## src/rtl/uart_rx_buffer_pkg.sv

```systemverilog
// Shared types for the UART receive buffer: capture FSM state encoding.
package uart_rx_buffer_pkg;

    typedef enum logic {
        ST_IDLE     = 1'b0,
        ST_WAIT_LOW = 1'b1
    } cap_state_t;

endpackage

```

## src/rtl/uart_rx_buffer_byte_fifo.sv

```systemverilog
// First-word fall-through byte FIFO with registered count/full/empty flags.
// Pointers carry one extra wrap bit so full and empty are distinguishable.
module byte_fifo #(
    parameter int unsigned DEPTH     = 16,
    parameter int unsigned ADDR_BITS = 4,
    parameter int unsigned WIDTH     = 8
) (
    input  logic                 clk,
    input  logic                 rst_n,
    input  logic                 push,
    input  logic [WIDTH-1:0]     push_data,
    input  logic                 pop,
    output logic                 push_ok,
    output logic [WIDTH-1:0]     rd_data,
    output logic                 empty,
    output logic                 full,
    output logic [ADDR_BITS:0]   count
);

    localparam logic [ADDR_BITS:0] ONE = (ADDR_BITS+1)'(1);

    logic [WIDTH-1:0]   mem [DEPTH];
    logic [ADDR_BITS:0] wr_ptr, rd_ptr;
    logic [ADDR_BITS:0] wr_ptr_nxt, rd_ptr_nxt, count_nxt;
    logic               do_push, do_pop;
    logic               empty_nxt, full_nxt;

    // A pop in the same cycle frees the slot a full FIFO needs for the push.
    assign do_pop  = pop && !empty;
    assign do_push = push && (!full || pop);
    assign push_ok = do_push;

    always_comb begin
        wr_ptr_nxt = wr_ptr;
        rd_ptr_nxt = rd_ptr;
        count_nxt  = count;
        if (do_push) begin
            wr_ptr_nxt = wr_ptr + ONE;
        end
        if (do_pop) begin
            rd_ptr_nxt = rd_ptr + ONE;
        end
        case ({do_push, do_pop})
            2'b10:   count_nxt = count + ONE;
            2'b01:   count_nxt = count - ONE;
            default: count_nxt = count;
        endcase
        empty_nxt = (wr_ptr_nxt == rd_ptr_nxt);
        full_nxt  = (wr_ptr_nxt[ADDR_BITS-1:0] == rd_ptr_nxt[ADDR_BITS-1:0]) &&
                    (wr_ptr_nxt[ADDR_BITS] != rd_ptr_nxt[ADDR_BITS]);
    end

    always_ff @(posedge clk or negedge rst_n) begin
        if (!rst_n) begin
            wr_ptr <= '0;
            rd_ptr <= '0;
            count  <= '0;
            empty  <= 1'b1;
            full   <= 1'b0;
        end else begin
            wr_ptr <= wr_ptr_nxt;
            rd_ptr <= rd_ptr_nxt;
            count  <= count_nxt;
            empty  <= empty_nxt;
            full   <= full_nxt;
        end
    end

    always_ff @(posedge clk) begin
        if (do_push) begin
            mem[wr_ptr[ADDR_BITS-1:0]] <= push_data;
        end
    end

    assign rd_data = mem[rd_ptr[ADDR_BITS-1:0]];

endmodule

```

## src/rtl/uart_rx_buffer.sv

```systemverilog
// Receive-side buffer: acknowledges each uart byte once, queues it in a FIFO,
// and raises a sticky overrun flag when a byte has to be dropped.
module uart_rx_buffer
    import uart_rx_buffer_pkg::*;
#(
    parameter int unsigned DEPTH     = 16,
    parameter int unsigned ADDR_BITS = 4
) (
    input  logic                 clk,
    input  logic                 rst_n,
    input  logic                 rx_rdy,
    input  logic [7:0]           rx_data,
    output logic                 rx_rdy_clr,
    input  logic                 rd_en,
    output logic [7:0]           rd_data,
    output logic                 empty,
    output logic                 full,
    output logic [ADDR_BITS:0]   count,
    output logic                 overrun,
    input  logic                 overrun_clr
);

    cap_state_t state, state_nxt;
    logic       push_req;
    logic       push_ok;
    logic       ack_nxt;

    always_ff @(posedge clk or negedge rst_n) begin
        if (!rst_n) begin
            state      <= ST_IDLE;
            rx_rdy_clr <= 1'b0;
        end else begin
            state      <= state_nxt;
            rx_rdy_clr <= ack_nxt;
        end
    end

    // WAIT_LOW blocks re-capture until the uart drops rdy, however slowly.
    always_comb begin
        state_nxt = state;
        push_req  = 1'b0;
        ack_nxt   = 1'b0;
        case (state)
            ST_IDLE: begin
                if (rx_rdy) begin
                    push_req  = 1'b1;
                    ack_nxt   = 1'b1;
                    state_nxt = ST_WAIT_LOW;
                end
            end
            ST_WAIT_LOW: begin
                if (!rx_rdy) begin
                    state_nxt = ST_IDLE;
                end
            end
            default: state_nxt = ST_IDLE;
        endcase
    end

    always_ff @(posedge clk or negedge rst_n) begin
        if (!rst_n) begin
            overrun <= 1'b0;
        end else if (push_req && !push_ok) begin
            overrun <= 1'b1;
        end else if (overrun_clr) begin
            overrun <= 1'b0;
        end
    end

    byte_fifo #(
        .DEPTH     (DEPTH),
        .ADDR_BITS (ADDR_BITS),
        .WIDTH     (8)
    ) u_fifo (
        .clk       (clk),
        .rst_n     (rst_n),
        .push      (push_req),
        .push_data (rx_data),
        .pop       (rd_en),
        .push_ok   (push_ok),
        .rd_data   (rd_data),
        .empty     (empty),
        .full      (full),
        .count     (count)
    );

endmodule
```

## config.mk

```make
export PLATFORM = sky130hd
export DESIGN_NAME = uart_rx_buffer
export DESIGN_NICKNAME = d
export VERILOG_FILES = /design/src/rtl/uart_rx_buffer_pkg.sv /design/src/rtl/uart_rx_buffer_byte_fifo.sv /design/src/rtl/uart_rx_buffer.sv
export SDC_FILE = /design/constraint.sdc
export NUM_CORES = 1
export LEC_CHECK = 0
export CORE_ASPECT_RATIO = 0.5
export CORE_MARGIN = 1.5
export CORE_UTILIZATION = 63
export CTS_CLUSTER_DIAMETER = 200
export CTS_CLUSTER_SIZE = 40
export DETAILED_ROUTE_END_ITERATION = 8
export DONT_BUFFER_PORTS = 1
export PLACE_DENSITY = 0.79
export SETUP_SLACK_MARGIN = 0.5
export SYNTH_ARGS = -nofsm -noshare
export SYNTH_HDL_FRONTEND = slang
export SYNTH_SLANG_ARGS = --single-unit
```

## constraint.sdc

```tcl
create_clock -name clk -period 3.6 [get_ports clk]
set_clock_uncertainty 0.1 [all_clocks]
set_input_delay 0.72 -clock clk [delete_from_list [all_inputs] [get_ports clk]]
set_output_delay 0.72 -clock clk [all_outputs]
set_load 0.01 [all_outputs]
```

==> summary.md <==
| Metric | Value |
|---|---|
| IO buf count | 0 |
| Number of synthesized register bits | 148 |
| DRC errors left | 0 |
| Power density over the cells | 835 mW/mm² |
| Clk_lat worst skew | 0.41 ns |
| Required time at the endpoint of the critical path | 2.78 ns |
| Final TNS setup | 0 ns |
| Total via count in the routed design | 2,833 |
| Critical Setup Path Class | flip-flop to primary output |
| Cell Rows | 24 |
| Height of the chip | 72.0 µm |
| Iteration-0 DRC Markers | 237 |
| Signal arrival time at the worst endpoint | 2.22 ns |
| Final #Nets | 335 |
| TritonCTS Buffers | 17 |
| Worst Tran Pin Value | 1.01 ns |
| Number of detailed-routing iterations run before antenna repair | 5 |
| Io pins | 30 |
| Setup violation total in the final timing report | 0 |
| Total wire length after detailed routing | 11.4 mm |
| Sequential cell area fraction in the yosys report | 0.725 |
| Library cell with the largest summed area after synthesis | sky130_fd_sc_hd__edfxtp_1 |
| Share of the clock period used by the worst path after layout | 0.843 |
| Most instantiated library cell after synthesis | sky130_fd_sc_hd__edfxtp_1 |
| Clock Tree Root | sky130_fd_sc_hd__clkbuf_16 |
| Cells on worst reg2reg path | 11 |
| Overall die area | 0.0101 mm² |
| Nets in the synthesized netlist | 320 |
| Min Tclk post-route | 3.04 ns |
| Initial antenna violation count | 0 |
| Hold/Removal Path Class | primary input to async pin |
| Post-detailed-placement half-perimeter wirelength | 6.84 mm |
| # H-tree levels | 4 |
| Fmax | 329 MHz |
| Antenna diode count | 0 |
| Top_reg_cell synth | sky130_fd_sc_hd__edfxtp_1 |
| Routed wire per std cell | 25.7 µm |
| Post-DRT Antenna Nets | 0 |
| Post-synthesis async set-or-reset flop share | 0.135 |
| Number of fill cells | 472 |
| Crit Path Max Fanout | 18 |
| Number of violations of the max-capacitance limit | 0 |
| Synthesized instance count | 298 |
| Fin Hold WS | 0.0448 ns |
| Max rail drop VDD | 0.508 mV |
| Synthesized area | 0.00599 mm² |
| Post-route cell area | 0.00683 mm² |
| Yosys synthesis warning count | 0 |
| First-pass GRT wire length | 17.7 mm |
| Synthesized area divided by synthesized cell count | 20.1 µm² |
| Total track usage | 0.256 |
| Die X | 141 µm |
| Share of cells above drive strength 1 | 0.282 |
| Synth top area share | 0.641 |
| Bufs on Longest Clock Path | 2 |
| Post-placement cell area | 0.00615 mm² |
| Post-synth EDFFs | 128 |
| Signed area change from the synthesized netlist to the final layout | 14.0% |
| Max-slew headroom | 0.321 |
| Vias in the first global route | 3,116 |
| Maximum number of pins on one net before global-route repair | 33 |
| List of most frequent post-synthesis cells | 128 x sky130_fd_sc_hd__edfxtp_1, 40 x sky130_fd_sc_hd__mux4_2, 19 x sky130_fd_sc_hd__dfrtp_1 |
| Clock transition at the registers of the reported paths | 0.06 ns |
| Max-slew violation count | 0 |
| Result of the run | completed |
| Initial core utilization | 0.667 |
| Gpl congestion | 0.806 |
| Area of the placeable core | 0.00898 mm² |
| Clock tree from TritonCTS | yes |
| Total congestion overflow after global routing | 0 |
| Worst setup EP type | primary output |
| Total number of clock tree sinks | 148 |
| Yosys cell types | 37 |
| Nature of the critical path startpoint | flip-flop |
| Static power due to leakage | 2.33 nW |
| Unrepaired setup endpoints after global routing | no |
| Synth top area cells | sky130_fd_sc_hd__edfxtp_1 64%, sky130_fd_sc_hd__mux4_2 15%, sky130_fd_sc_hd__dfrtp_1 7.9% |
| Post-DR vias/cell | 6.40 |
| Total count of hold-check failures in the final report | 0 |
## layout make-up
cell class,count,area [µm²],area share
sequential,148,4350,0.637
multi-input combinational,129,1560,0.228
clock buffer,17,425,0.0623
clock inverter,15,226,0.0331
tap,117,146,0.0214
timing repair buffer,10,97.6,0.0143
inverter,7,27.5,0.00403
## stage by stage
step	power, mW	setup slack (ns)	util	cells
2_1_floorplan	3.43	0.818	-	298
3_3_place_gp	3.69	0.794	0.685	409
3_5_place_dp	3.76	0.639	0.685	409
4_1_cts	5.73	0.510	0.760	443
5_1_grt	5.94	0.501	0.761	443
6_report	5.70	0.565	0.761	443
## worst max-delay path: stages (launching register included)
cell                      delay [ns]
sky130_fd_sc_hd__dfrtp_4        0.49
sky130_fd_sc_hd__buf_12         0.21
sky130_fd_sc_hd__mux4_2         0.56
sky130_fd_sc_hd__mux4_2         0.54
## flip-flops by register name, summed over array words and instances (netlist names)
name and cells:
u_fifo.mem 128, u_fifo.count 5, u_fifo.rd_ptr 5, u_fifo.wr_ptr 5, overrun 1, rx_rdy_clr 1, state 1, u_fifo.empty 1
u_fifo.full 1
## report_power, final
part | switching (mW) | total (mW) | leakage (nW) | internal (mW)
Combinational | 0.680 | 1.46 | 0.627 | 0.777
Sequential | 0.244 | 2.30 | 1.39 | 2.05
Clock | 0.715 | 1.95 | 0.311 | 1.24
## timing repair
item | CTS | global route
endpoints found under the setup margin | 8 | 4
hold buffers | 1 | 0
hold endpoints to repair | 19 | 0
pin swaps | 0 | 0
resized for setup | 1 | 2
buffers inserted | 1 | 0
## path summary, 6_finish.rpt
path | startpoint | to | slack [ns]
max | u_fifo.rd_ptr[0] | rd_data[6] | 0.56
min | rst_n | u_fifo.empty | 0.04
min in group clk | rx_rdy | state | 0.23
max reg2reg | u_fifo.full | u_fifo.count[4] | 0.86
max in group asynchronous | rst_n | u_fifo.rd_ptr[0] | 2.02
min reg2reg | u_fifo.rd_ptr[4] | u_fifo.rd_ptr[4] | 0.38
## cell usage in the layout, fill, tap and decap left out, types with 2 or more instances in the layout
cell type,n
sky130_fd_sc_hd__a21oi_1,2
sky130_fd_sc_hd__buf_4,6
sky130_fd_sc_hd__buf_6,2
sky130_fd_sc_hd__bufinv_16,5
sky130_fd_sc_hd__clkbuf_16,17
sky130_fd_sc_hd__clkinv_2,3
sky130_fd_sc_hd__clkinvlp_4,3
sky130_fd_sc_hd__dfrtp_1,18
sky130_fd_sc_hd__edfxtp_1,128
sky130_fd_sc_hd__ha_1,9
sky130_fd_sc_hd__inv_1,6
sky130_fd_sc_hd__inv_6,4
sky130_fd_sc_hd__mux2_2,2
sky130_fd_sc_hd__mux4_2,40
sky130_fd_sc_hd__nand2_1,7
sky130_fd_sc_hd__nand2b_1,4
sky130_fd_sc_hd__nand3_1,5
sky130_fd_sc_hd__nor2_1,15
sky130_fd_sc_hd__nor3_1,7
sky130_fd_sc_hd__o21ai_0,3
sky130_fd_sc_hd__xnor2_1,6
sky130_fd_sc_hd__xnor3_1,2
sky130_fd_sc_hd__xor2_1,10
## cells by family (layout without fill, tap and decap cells)
family,after synthesis,after routing,synth area share
fa+ha+maj,9,9,0.0188
flops,148,148,0.725
compound gates,12,12,0.0132
xor+xnor,19,19,0.0336
simple gates,47,47,0.0407
mux,42,42,0.154
buf+inv,21,49,0.0144
## per-layer routing
layer / track usage / share of wire / wire, µm
met1: 0.360 / 0.44 / 5050
met2: 0.388 / 0.47 / 5330
met3: 0.0733 / 0.070 / 799
met4: 0.111 / 0.020 / 225
met5: 0 / 0 / 0
No activity file was read; power rests on OpenSTA's default activity.
